<file path="config.mk">
export PLATFORM = sky130hd
export DESIGN_NAME = uart_rx_core_flat
export DESIGN_NICKNAME = d
export VERILOG_FILES = /design/src/rtl/uart_pkg.sv /design/src/rtl/uart_rx_core_if.sv /design/src/rtl/uart_baud_tick.sv /design/src/rtl/uart_rx_core.sv /design/src/flat_wrapper.sv
export SDC_FILE = /design/constraint.sdc
export NUM_CORES = 1
export LEC_CHECK = 0
export BUFFER_PORTS_ARGS = -buffer_cell sky130_fd_sc_hd__buf_4
export CAP_MARGIN = 20
export CORE_MARGIN = 2
export CORE_UTILIZATION = 55
export CTS_BUF_LIST = sky130_fd_sc_hd__clkbuf_8
export DETAILED_ROUTE_END_ITERATION = 8
export PLACE_DENSITY = 0.74
export REMOVE_ABC_BUFFERS = 1
export SYNTH_ARGS = -nofsm -noshare
export SYNTH_HDL_FRONTEND = slang
export SYNTH_SLANG_ARGS = --single-unit
</file>
<file path="constraint.sdc">
create_clock -name clk_i -period 2.7 [get_ports clk_i]
set_input_delay 0.135 -clock clk_i [delete_from_list [all_inputs] [get_ports clk_i]]
set_output_delay 0.135 -clock clk_i [all_outputs]
set_load 0.01 [all_outputs]
</file>
<file path="src/rtl/uart_pkg.sv">
// Shared UART definitions: receiver/transmitter state encoding, oversampling
// constants and the three-sample majority vote.
package uart_pkg;

  localparam int unsigned OVERSAMPLE = 16;
  localparam int unsigned DATA_BITS  = 8;
  localparam int unsigned TICK_W     = $clog2(OVERSAMPLE);
  localparam int unsigned BIT_CNT_W  = $clog2(DATA_BITS);

  // Sample points within a bit; the decision is taken on the last of the three.
  localparam int unsigned TICK_SAMPLE_A = OVERSAMPLE / 2 - 1;
  localparam int unsigned TICK_SAMPLE_B = OVERSAMPLE / 2;
  localparam int unsigned TICK_DECIDE   = OVERSAMPLE / 2 + 1;
  localparam int unsigned TICK_LAST     = OVERSAMPLE - 1;

  typedef enum logic [2:0] {
    IDLE,
    START,
    DATA,
    PARITY,
    STOP,
    BREAK
  } rx_state_t;

  function automatic logic majority3(input logic a, input logic b, input logic c);
    return (a & b) | (a & c) | (b & c);
  endfunction

endpackage

</file>
<file path="src/rtl/uart_rx_core_if.sv">
// Receive-side character interface between uart_rx_core (master) and the
// receive control FSM (slave).
interface uart_rx_core_if;

  logic [7:0] rx_data_o;
  logic       rx_data_rdy_o;
  logic       frame_err_o;
  logic       parity_err_o;
  logic       busy_o;

  modport master (
    output rx_data_o,
    output rx_data_rdy_o,
    output frame_err_o,
    output parity_err_o,
    output busy_o
  );

  modport slave (
    input rx_data_o,
    input rx_data_rdy_o,
    input frame_err_o,
    input parity_err_o,
    input busy_o
  );

endinterface

</file>
<file path="src/rtl/uart_baud_tick.sv">
// Free-running divider: tick pulses for one clock every DIV clocks.
// Shared by the receive and transmit sides.
module uart_baud_tick #(
  parameter int unsigned DIV = 2
) (
  input  logic clk_i,
  input  logic rst_ni,
  output logic tick
);

  localparam int unsigned CNT_W = (DIV > 1) ? $clog2(DIV) : 1;

  if (DIV < 2) begin : g_div_check
    $error("uart_baud_tick: DIV must be at least 2");
  end

  logic [CNT_W-1:0] cnt_q;

  always_ff @(posedge clk_i or negedge rst_ni) begin
    if (!rst_ni) begin
      cnt_q <= '0;
      tick  <= 1'b0;
    end else if (cnt_q == CNT_W'(DIV - 1)) begin
      cnt_q <= '0;
      tick  <= 1'b1;
    end else begin
      cnt_q <= cnt_q + CNT_W'(1);
      tick  <= 1'b0;
    end
  end

endmodule

</file>
<file path="src/rtl/uart_rx_core.sv">
// UART receiver: 16x oversampled, majority-voted, 8N1 by default or 8E1 when
// UART_RX_PARITY_EN is defined. Delivers characters as single-cycle strobes.
module uart_rx_core
  import uart_pkg::*;
#(
  parameter int unsigned CLK_FREQ  = 50_000_000,
  parameter int unsigned BAUD_RATE = 115_200
) (
  input  logic           clk_i,
  input  logic           rst_ni,
  input  logic           rx_i,
  uart_rx_core_if.master rx_bus
);

  localparam int unsigned DIV = CLK_FREQ / (BAUD_RATE * OVERSAMPLE);

  rx_state_t              state_q;
  logic                   rx_meta_q;
  logic                   rx_sync_q;
  logic                   tick;
  logic [TICK_W-1:0]      tick_cnt_q;
  logic [BIT_CNT_W-1:0]   bit_cnt_q;
  logic [1:0]             samp_q;
  logic [DATA_BITS-1:0]   shreg_q;
  logic                   par_err_q;
  logic [DATA_BITS-1:0]   rx_data_q;
  logic                   rdy_q;
  logic                   frame_err_q;
  logic                   parity_err_q;
  logic                   busy_q;

  logic in_bit_c;
  logic at_decide_c;
  logic at_last_c;
  logic bit_val_c;

  // Two-flop synchronizer; resets to the idle line level.
  always_ff @(posedge clk_i or negedge rst_ni) begin
    if (!rst_ni) begin
      rx_meta_q <= 1'b1;
      rx_sync_q <= 1'b1;
    end else begin
      rx_meta_q <= rx_i;
      rx_sync_q <= rx_meta_q;
    end
  end

  uart_baud_tick #(
    .DIV (DIV)
  ) u_baud_tick (
    .clk_i  (clk_i),
    .rst_ni (rst_ni),
    .tick   (tick)
  );

  assign in_bit_c    = (state_q == START) || (state_q == DATA) ||
                       (state_q == PARITY) || (state_q == STOP);
  assign at_decide_c = in_bit_c && tick && (tick_cnt_q == TICK_W'(TICK_DECIDE));
  assign at_last_c   = in_bit_c && tick && (tick_cnt_q == TICK_W'(TICK_LAST));
  assign bit_val_c   = majority3(samp_q[0], samp_q[1], rx_sync_q);

  // Per-bit oversample counter, realigned to each detected start edge.
  always_ff @(posedge clk_i or negedge rst_ni) begin
    if (!rst_ni) begin
      tick_cnt_q <= '0;
    end else if ((state_q == IDLE) && !rx_sync_q) begin
      tick_cnt_q <= '0;
    end else if (in_bit_c && tick) begin
      tick_cnt_q <= tick_cnt_q + TICK_W'(1);
    end
  end

  // Early samples for the vote; the third is the live line at the decision tick.
  always_ff @(posedge clk_i or negedge rst_ni) begin
    if (!rst_ni) begin
      samp_q <= 2'b11;
    end else if (in_bit_c && tick) begin
      if (tick_cnt_q == TICK_W'(TICK_SAMPLE_A)) samp_q[0] <= rx_sync_q;
      if (tick_cnt_q == TICK_W'(TICK_SAMPLE_B)) samp_q[1] <= rx_sync_q;
    end
  end

  always_ff @(posedge clk_i or negedge rst_ni) begin
    if (!rst_ni) begin
      state_q      <= IDLE;
      bit_cnt_q    <= '0;
      shreg_q      <= '0;
      par_err_q    <= 1'b0;
      rx_data_q    <= '0;
      rdy_q        <= 1'b0;
      frame_err_q  <= 1'b0;
      parity_err_q <= 1'b0;
      busy_q       <= 1'b0;
    end else begin
      rdy_q        <= 1'b0;
      frame_err_q  <= 1'b0;
      parity_err_q <= 1'b0;

      unique case (state_q)
        IDLE: begin
          if (!rx_sync_q) begin
            state_q   <= START;
            bit_cnt_q <= '0;
            par_err_q <= 1'b0;
            busy_q    <= 1'b1;
          end
        end

        // A start bit that votes high was a glitch.
        START: begin
          if (at_decide_c && bit_val_c) begin
            state_q <= IDLE;
            busy_q  <= 1'b0;
          end else if (at_last_c) begin
            state_q <= DATA;
          end
        end

        DATA: begin
          if (at_decide_c) begin
            shreg_q <= {bit_val_c, shreg_q[DATA_BITS-1:1]};
          end
          if (at_last_c) begin
            if (bit_cnt_q == BIT_CNT_W'(DATA_BITS - 1)) begin
`ifdef UART_RX_PARITY_EN
              state_q <= PARITY;
`else
              state_q <= STOP;
`endif
            end else begin
              bit_cnt_q <= bit_cnt_q + BIT_CNT_W'(1);
            end
          end
        end

`ifdef UART_RX_PARITY_EN
        // Even parity: the parity bit must equal the XOR of the data bits.
        PARITY: begin
          if (at_decide_c) begin
            par_err_q <= bit_val_c ^ (^shreg_q);
          end
          if (at_last_c) begin
            state_q <= STOP;
          end
        end
`endif

        // Leave mid-stop-bit so an immediately following start is not missed.
        STOP: begin
          if (at_decide_c) begin
            if (!bit_val_c) begin
              frame_err_q <= 1'b1;
              state_q     <= BREAK;
            end else begin
              if (par_err_q) begin
                parity_err_q <= 1'b1;
              end else begin
                rx_data_q <= shreg_q;
                rdy_q     <= 1'b1;
              end
              state_q <= IDLE;
              busy_q  <= 1'b0;
            end
          end
        end

        BREAK: begin
          if (rx_sync_q) begin
            state_q <= IDLE;
            busy_q  <= 1'b0;
          end
        end

        default: begin
          state_q <= IDLE;
          busy_q  <= 1'b0;
        end
      endcase
    end
  end

  assign rx_bus.rx_data_o     = rx_data_q;
  assign rx_bus.rx_data_rdy_o = rdy_q;
  assign rx_bus.frame_err_o   = frame_err_q;
  assign rx_bus.busy_o        = busy_q;
`ifdef UART_RX_PARITY_EN
  assign rx_bus.parity_err_o  = parity_err_q;
`else
  assign rx_bus.parity_err_o  = 1'b0;
`endif

endmodule

</file>
<file path="src/flat_wrapper.sv">
// flat-port wrapper written by rule: the top's interface ports become plain ports
module uart_rx_core_flat import uart_pkg::*;
#(
  parameter int unsigned CLK_FREQ  = 50_000_000,
  parameter int unsigned BAUD_RATE = 115_200
)
  (clk_i, rst_ni, rx_i, rx_bus_rx_data_o, rx_bus_rx_data_rdy_o, rx_bus_frame_err_o, rx_bus_parity_err_o, rx_bus_busy_o);
  uart_rx_core_if rx_bus_i ();
  input  logic clk_i;
  input  logic rst_ni;
  input  logic rx_i;
  output wire logic [$bits(rx_bus_i.rx_data_o)-1:0] rx_bus_rx_data_o;
  output wire logic [$bits(rx_bus_i.rx_data_rdy_o)-1:0] rx_bus_rx_data_rdy_o;
  output wire logic [$bits(rx_bus_i.frame_err_o)-1:0] rx_bus_frame_err_o;
  output wire logic [$bits(rx_bus_i.parity_err_o)-1:0] rx_bus_parity_err_o;
  output wire logic [$bits(rx_bus_i.busy_o)-1:0] rx_bus_busy_o;
  assign rx_bus_rx_data_o = rx_bus_i.rx_data_o;
  assign rx_bus_rx_data_rdy_o = rx_bus_i.rx_data_rdy_o;
  assign rx_bus_frame_err_o = rx_bus_i.frame_err_o;
  assign rx_bus_parity_err_o = rx_bus_i.parity_err_o;
  assign rx_bus_busy_o = rx_bus_i.busy_o;
  uart_rx_core #(.CLK_FREQ(CLK_FREQ), .BAUD_RATE(BAUD_RATE)) u_core (.clk_i(clk_i), .rst_ni(rst_ni), .rx_i(rx_i), .rx_bus(rx_bus_i));
endmodule
</file>
## Word-level counts from Yosys, hierarchy flattened

Cells that the tools add are included.

- Flip-flop bits (word level): 39
- Output and inout bits: 12
- Logic and storage cells: 91
- Input port bits: 3

- $add $sub $neg: 3
- Equality and inequality tests: 20
- Reduce and logical (&&, ||, !) cells: 19
- Muxes and demuxes: 29
- Bitwise gates (word level): 6

Operators with widths:

| operator | count |
|---|---|
| $mux 3 | 11 |
| $pmux 3 s5 | 1 |
| $eq 4x4->1 const B | 3 |
| $mux 1 | 12 |
| $reduce_and 6->1 | 2 |
| $eq 3x3->1 const B | 3 |
| $mux 4 | 2 |
| $ne 2x1->1 const B | 4 |
| $ne 2x2->1 const B | 4 |
| $eq 3x2->1 const B | 2 |
| $pmux 3 s2 | 1 |
| $reduce_and 2->1 | 3 |
| $add 5x1->5 const B | 1 |
| $eq 5x5->1 const B | 1 |
| $logic_and 1x1->1 | 5 |
| $mux 5 | 1 |
| $pmux 1 s5 | 1 |
| $add 4x1->4 const B | 1 |
| $eq 4x3->1 const B | 1 |
| $reduce_and 4->1 | 1 |
| $reduce_bool 2->1 | 2 |
| $add 3x1->3 const B | 1 |
| $and 1x1->1 | 3 |
| $eq 3x1->1 const B | 1 |
| 7 further kinds | 10 |

## Logic depth before layout (Yosys ltp)

Gate-level depths: netlist of the first run.

- Word-level depth: 9
- Mapped depth: 7
- Gate-level depth less buffers: 7

## Modules after synthesis

From an unflattened synthesis of the first run, not the netlist that was laid out.

- Cells, all modules: 158
- Area, all modules: 1,841.8 um^2

By module, submodules not included:

| module | cells an instance | area each (um^2) | times used | sequential area each (um^2) |
|---|---|---|---|---|
| uart_rx_core | 133 | 1,550.2 | 1 | 830.8 |
| uart_baud_tick | 25 | 291.5 | 1 | 150.1 |

## Worst setup path before layout of the first run

No wires, ideal clock.

- Path kind: register -> register
- From: reg u_core.tick_cnt_q[0]
- To: reg u_core.state_q[0]
- Path buffers: 0
- Cell stages (with the launch flop): 7
- Setup slack: 1.050 ns
- Period minus slack after synthesis: 1.650 ns
- Arrival: 1.525 ns
- Required time: 2.575 ns
- Setup time: 0.125 ns
- Cells stage by stage: dfrtp_1 > ha_1 > nand3_1 > o221ai_1 > o211ai_2 > nor2_1 > mux2_4

- Word-level cells in the longest chain between the ends: 5
- Elaborated cells between the ends (all ways): 11
- Classes of those cells: eq/ne (5); mux (2); reduce/logical (4)

RTL lines:

| element | line | RTL |
|---|---|---|
| start: declaration | uart_rx_core.sv:21 | `logic [TICK_W-1:0] tick_cnt_q;` |
| start signal: assignment | uart_rx_core.sv:69 | `tick_cnt_q <= tick_cnt_q + TICK_W'(1);` |
| $eq 4x4->1 | uart_rx_core.sv:58 | `assign at_decide_c = in_bit_c && tick && (tick_cnt_q == TICK_W'(TICK_DECIDE));` |
| $logic_and 1x1->1 | uart_rx_core.sv:58 |  |
| $logic_and 1x1->1 | uart_rx_core.sv:111 | `if (at_decide_c && bit_val_c) begin` |
| $ne 3x2->1 (no line) / $mux 3 (equally long branches) | n/a |  |
| $reduce_and 6->1 (no line) / $pmux 3 s5 (equally long branches) | n/a |  |
| end signal: assignment | uart_rx_core.sv:112 | `state_q <= IDLE;` |
| end signal: assignment | uart_rx_core.sv:115 | `state_q <= DATA;` |
| end signal: assignment | uart_rx_core.sv:128 | `state_q <= STOP;` |
| end: declaration | uart_rx_core.sv:17 | `rx_state_t state_q;` |

Parallel ways exist; a longest one is shown, timed or not.
A chain may end at the register's enable or synchronous reset.

## Final worst setup path of the first run

Ends and elaborated chain as after synthesis.

==> out/metrics.csv, run 1 <==
metric;value;unit
syn avg cell area;12.5;sq um
Max Slew Vio Count;0;
Critical Path Fanout Max;5;
Post-DRT Antenna Nets;0;
Die ar.;0.00386;sq mm
initial antenna violation count;0;
Root Driver;clkbuf_8;
Longest Clk Path Bufs;2;
post-synthesis cell count;149;
CTS clock-pin slew for the worst setup and hold paths;0.07;ns
die span in x;62.1;microns
final std cells w/o fill;212;
Clock Skew;0.00249;ns
final antenna diode count;0;
status;completed;
largest net degree at the start of global routing;40;
Hold Path Class;in -> async;
Cells after DPL;202;
Final Hold Fails;0;
RR Startpoint;u_core.tick_cnt_q[0]$_DFFE_PN0P_;
startpoint types;flip-flop;
Top FF cell, synth;dfrtp_1;
Vias;1147;
Tightest Pin Transition;0.560;ns
Skew-Pair Late Insertion Delay;0.29;ns
CP Capture Type;flip-flop;
EDFF count, synth;0;
WL final;3.03;mm
post-DP HPWL;2.22;mm
Port Buffer Count;13;
max cap viols;0;
area share of the largest cell type after synthesis;0.472;
f_max;0.544;GHz
R2R Setup Slk;0.86;ns
Die H;62.1;microns
CTS Sinks;39;
CTS tree;built;
Pwr Density;473;mW/mm^2
num rows;21;
layout cells sized above 1;0.313;
Leak;0.989;nW
Placer Congestion;0.891;
final hold slack;0.337;ns
post-layout min period;1.84;ns
crit path launch;u_core.tick_cnt_q[0]$_DFFE_PN0P_;
Post-synth ARST share;1.00;
First-pass DRT Iterations;4;
Crit Path Class;reg -> reg;
synthesized cell area;0.00186;sq mm
vias in the first global route;1229;
Final setup violation count;0;
Top-Level Pins;15;
Synth Register Bits;39;
average wire per standard cell;14.3;microns
core area;0.00328;sq mm
Detailed Route Iter0 Violations;47;
DRC viols;0;
WP data required;2.88;ns
first-pass GRT wire length;5.47;mm
RSZ-0062 raised after global routing;false;
largest area contributor in the netlist;dfrtp_1;
Area contributors post-synth;dfrtp_1 47%, mux2_2 12%, dfstp_2 5.7%, ha_1 4.7%, nor2_1 2.4%;
Area growth syn-to-layout;11.9;%
Remaining Overflow, GRT;0;
synth unique cells;48;
worst vdd ir;368;uV
worst path arrival time;2.02;ns
area occupied by multi-input gates;811;sq um
register area;981;sq um
Global Route Usage Sum;0.182;
Nets;175;
Final TNS setup;0;ns
DR vias/cell;5.41;
Synth warnings;0;
CTS Buf Count;5;
htree depth;2;
final period utilization;0.681;
sequential area share after synthesis;0.528;
Initial Utilization;0.565;
FILL cells;261;
Max-slew headroom;0.624;
Resize count post-CTS;0;
==> metrics by stage <==
| stage | utilization | setup WS (ns) | power (W) | instance area, sq um |
|---|---|---|---|---|
| global placement | 0.600 | 0.912 | 0.000614 | 1970 |
| detailed placement | 0.600 | 0.857 | 0.000614 | 1970 |
| finish | 0.633 | 0.861 | 0.000982 | 2080 |
| CTS | 0.633 | 0.851 | 0.000999 | 2080 |
| floorplan | - | 1.05 | 0.000600 | 1810 |
| global route | 0.633 | 0.698 | 0.00103 | 2080 |
==> area by class of cell <==
| class | count | area share |
|---|---|---|
| repair buffers | 15 | 0.0566 |
| well taps | 46 | 0.0277 |
| flip-flops and latches | 39 | 0.472 |
| inverters | 6 | 0.0108 |
| clock buffers | 5 | 0.0331 |
| clock inverters | 3 | 0.00963 |
| multi-input cells | 98 | 0.390 |
==> power by group <==
| group | switching (W) | leakage, nW | internal, W |
|---|---|---|---|
| clock network | 0.000199 | 0.0402 | 0.000179 |
| logic | 0.0000113 | 0.449 | 0.00000400 |
| registers | 0.00000181 | 0.500 | 0.000587 |
==> layout by cell type (no fill, tap or decap), types with 3 or more instances in the layout <==
master / instances
nor2_1: 12
nand3_1: 4
inv_1: 6
dfrtp_1: 35
nand2b_1: 3
nand4b_1: 3
ha_1: 7
nand2_1: 6
dfstp_2: 4
xor2_1: 3
clkbuf_8: 5
mux2_2: 19
mux2i_1: 4
o21ai_0: 3
buf_4: 13
==> routing by layer <==
metal | vias to the layer above | share of wire | routed length, microns | GRT usage
li1 | 553 | - | - | -
met1 | 571 | 0.43 | 1310 | 0.218
met2 | 16 | 0.52 | 1570 | 0.308
met3 | 7 | 0.031 | 94 | 0.0489
met4 | 0 | 0.019 | 57 | 0.0833
met5 | - | 0 | 0 | 0
==> cell usage after synthesis, types with 2 or more instances <==
| library cell | n |
|---|---|
| mux2i_1 | 4 |
| mux2_2 | 19 |
| nand4b_1 | 3 |
| inv_1 | 6 |
| o22a_1 | 2 |
| nand2_1 | 6 |
| dfrtp_1 | 35 |
| o21ai_0 | 3 |
| nor2b_1 | 2 |
| a21oi_1 | 2 |
| ha_1 | 7 |
| buf_4 | 3 |
| nand2b_1 | 3 |
| nand3_1 | 4 |
| xor2_1 | 3 |
| dfstp_2 | 4 |
| nor2_1 | 12 |
==> repair_timing <==
item / CTS / global route
buffers inserted: 0 / 0
endpoints found under the hold margin: 36 / 0
hold buffers: 2 / 0
==> final timing paths <==
check                                                       end  depth (start not counted)
worst min-delay path            u_core.bit_cnt_q[1]$_DFFE_PN0P_                          2
max in group asynchronous          u_core.samp_q[1]$_DFFE_PN1P_                          2
worst min register to register       u_core.rx_sync_q$_DFF_PN1_                          0
worst max-delay path              u_core.state_q[0]$_DFFE_PN0P_                          6
worst max register to register    u_core.state_q[0]$_DFFE_PN0P_                          6
min in group clk_i                   u_core.rx_sync_q$_DFF_PN1_                          0
==> logic make-up after synthesis <==
| group | synth area share |
|---|---|
| adder cells (fa/ha/maj) | 0.0532 |
| XOR/XNOR | 0.0189 |
| AO/OA/AOI/OAI | 0.0647 |
| AND/OR/NAND/NOR | 0.147 |
| other | 0.00202 |
| multiplexers | 0.151 |
| flip-flops | 0.528 |
| buffers and inverters | 0.0350 |
==> registers in the layout (all words and copies together), names as in the netlist <==
signal                       cells
u_core.rx_bus.rx_data_o          8
u_core.shreg_q                   8
u_core.u_baud_tick.cnt_q         5
u_core.tick_cnt_q                4
u_core.bit_cnt_q                 3
u_core.state_q                   3
u_core.samp_q                    2
u_core.rx_bus.busy_o             1
u_core.rx_bus.frame_err_o        1
u_core.rx_bus.rx_data_rdy_o      1
u_core.rx_meta_q                 1
u_core.rx_sync_q                 1
u_core.u_baud_tick.tick          1
==> critical path, cell delays in order, from the launching register on <==
cell and delay, ns:
dfrtp_1 0.43, ha_1 0.22, nand3_1 0.10, o221ai_1 0.29, o211ai_2 0.17, nor2_1 0.20, mux2_4 0.31
(Power assumes the default switching activity.)
==> run 2, diff against run 1 <==
Settings changed: PLACE_DENSITY 0.74 to 0.77.
Clock period 2.7 ns to 1.6 ns, I/O delays scaled along.
==> run 2 against run 1 <==
Against the previous run:
- the flow now finishes with violations (negative setup slack)
- non-clock buffer count grew 32
- combinational power up 120%
- global-route usage rose by 0.91 points
- count of clock-buffer cells in the layout stayed put
- worst hold slack got worse by 0.042 ns
- fmax grew 9.8%
- critical path depth is 1 higher
- power up 66%
- critical endpoint is now u_core.rx_bus.rx_data_o[2]$_DFFE_PN0P_
==> out/metrics.csv, run 2 (synthesis results as in run 1) <==
metric;value;unit
status;finished, violations left;
violated checks;negative setup slack;
num rows;21;
post-DP HPWL;2.46;mm
Clock Skew;0.00432;ns
layout cells sized above 1;0.513;
Tot Pwr;0.00163;W
final worst slack;-0.0756;ns
Vias;1307;
initial antenna violation count;0;
Leak;1.18;nW
First-pass DRT Iterations;4;
post-layout min period;1.68;ns
Skew-Pair Late Insertion Delay;0.28;ns
CTS Sinks;39;
average wire per standard cell;15.5;microns
Hold Path Class;in -> async;
Die ar.;0.00386;sq mm
final period utilization;1.05;
Global Route Usage Sum;0.191;
Pwr Density;666;mW/mm^2
CP Capture Type;flip-flop;
Area growth syn-to-layout;32.1;%
Initial Utilization;0.565;
commonest non-fill, non-tap cell in the layout;buf_4;
vias in the first global route;1314;
commonest cells after routing, fill and taps aside;42 x buf_4, 34 x dfrtp_1, 12 x mux2_2;
Top-Level Pins;15;
die span in x;62.1;microns
CTS Buf Count;5;
Root Driver;clkbuf_8;
core area;0.00328;sq mm
Die H;62.1;microns
WP data required;1.77;ns
startpoint types;flip-flop;
Post-DRT Antenna Nets;0;
CTS tree;built;
CTS clock-pin slew for the worst setup and hold paths;0.07;ns
first-pass GRT wire length;5.67;mm
RSZ-0062 raised after global routing;true;
Max Slew Vio Count;0;
max cap viols;0;
Crit Path Class;reg -> reg;
Final Hold Fails;0;
worst path arrival time;1.84;ns
DR vias/cell;5.33;
worst vdd ir;682;uV
WL final;3.81;mm
Detailed Route Iter0 Violations;64;
Final setup violation count;19;
final antenna diode count;0;
Remaining Overflow, GRT;0;
Port Buffer Count;13;
htree depth;2;
Critical Path Fanout Max;5;
f_max;0.597;GHz
dpl cell area;0.00214;sq mm
DRC viols;0;
Longest Clk Path Bufs;2;
largest net degree at the start of global routing;40;
Placer Congestion;0.877;
Nets;208;
Design Area, Final;0.00245;sq mm
run 2: changes by cell type in the layout (fill, tap and decap cells not counted), moves of 3 or more:
cell	previous run	this run
ha_1	7	3
nor2_1	12	9
buf_4	13	42
buf_6	0	3
mux2_4	1	9
mux2_2	19	12
run 2: stage by stage:
step | setup slack [ns] | instances | hold slack, ns | utilization | setup TNS [ns]
floorplan | -0.0496 | 143 | -0.216 | - | -0.372
detailed placement | -0.0947 | 225 | 0.0667 | 0.652 | -0.850
global route | -0.144 | 245 | 0.358 | 0.747 | -2.11
global placement | -0.0532 | 225 | 0.0636 | 0.652 | -0.214
finish | -0.0756 | 245 | 0.295 | 0.747 | -0.779
CTS | -0.0587 | 240 | 0.302 | 0.704 | -0.390
run 2: repair_timing:
item	4_1_cts	5_1_grt
gates resized for setup	9	27
setup buffers	5	4
setup endpoints to repair	22	27
cloned	0	1
hold buffers	2	0
pin swaps	3	12
endpoints found under the hold margin	36	0
run 2: layer usage:
layer | wire length (microns) | global-route usage | vias up
li1 | - | - | 621
met1 | 1650 | 0.218 | 659
met2 | 1980 | 0.345 | 20
met3 | 105 | 0.0489 | 7
met4 | 65 | 0.0722 | 0
met5 | 0 | 0 | -
run 2: cell type report:
class                           count  area (sq um)
Multi-Input combinational cell     99           941
Sequential cell                    39           982
Timing Repair Buffer               47           369
Clock buffer                        5          68.8
Inverter                            6          22.5
Clock inverter                      3          12.5
Fill cell                         212           831
Tap cell                           46          57.6
run 2: worst max-delay path: stages (launching register included):
cell and delay [ns]:
dfrtp_1 0.42, inv_2 0.10, ha_4 0.13, nand4b_1 0.14, buf_4 0.19, nor2_4 0.15, nand2_2 0.13, mux2_2 0.30
run 2: final timing paths:
check / slack [ns] / startpoint / cells past startpoint / endpoint
max: -0.08 / u_core.tick_cnt_q[1]$_DFFE_PN0P_ / 7 / u_core.rx_bus.rx_data_o[2]$_DFFE_PN0P_
max in group asynchronous: 0.95 / rst_ni / 2 / u_core.state_q[2]$_DFFE_PN0P_
min reg2reg: 0.36 / u_core.rx_meta_q$_DFF_PN1_ / 0 / u_core.rx_sync_q$_DFF_PN1_
min: 0.30 / rst_ni / 2 / u_core.rx_bus.busy_o$_DFFE_PN0P_
min in group clk_i: 0.36 / u_core.rx_meta_q$_DFF_PN1_ / 0 / u_core.rx_sync_q$_DFF_PN1_
max reg2reg: -0.08 / u_core.tick_cnt_q[1]$_DFFE_PN0P_ / 7 / u_core.rx_bus.rx_data_o[2]$_DFFE_PN0P_
run 2: where the power goes:
part	internal [W]	leakage, nW	switching [W]	total (W)
clock network	0.000293	0.0505	0.000315	0.000607
registers	0.000990	0.498	0.00000264	0.000993
logic	0.0000113	0.632	0.0000224	0.0000337
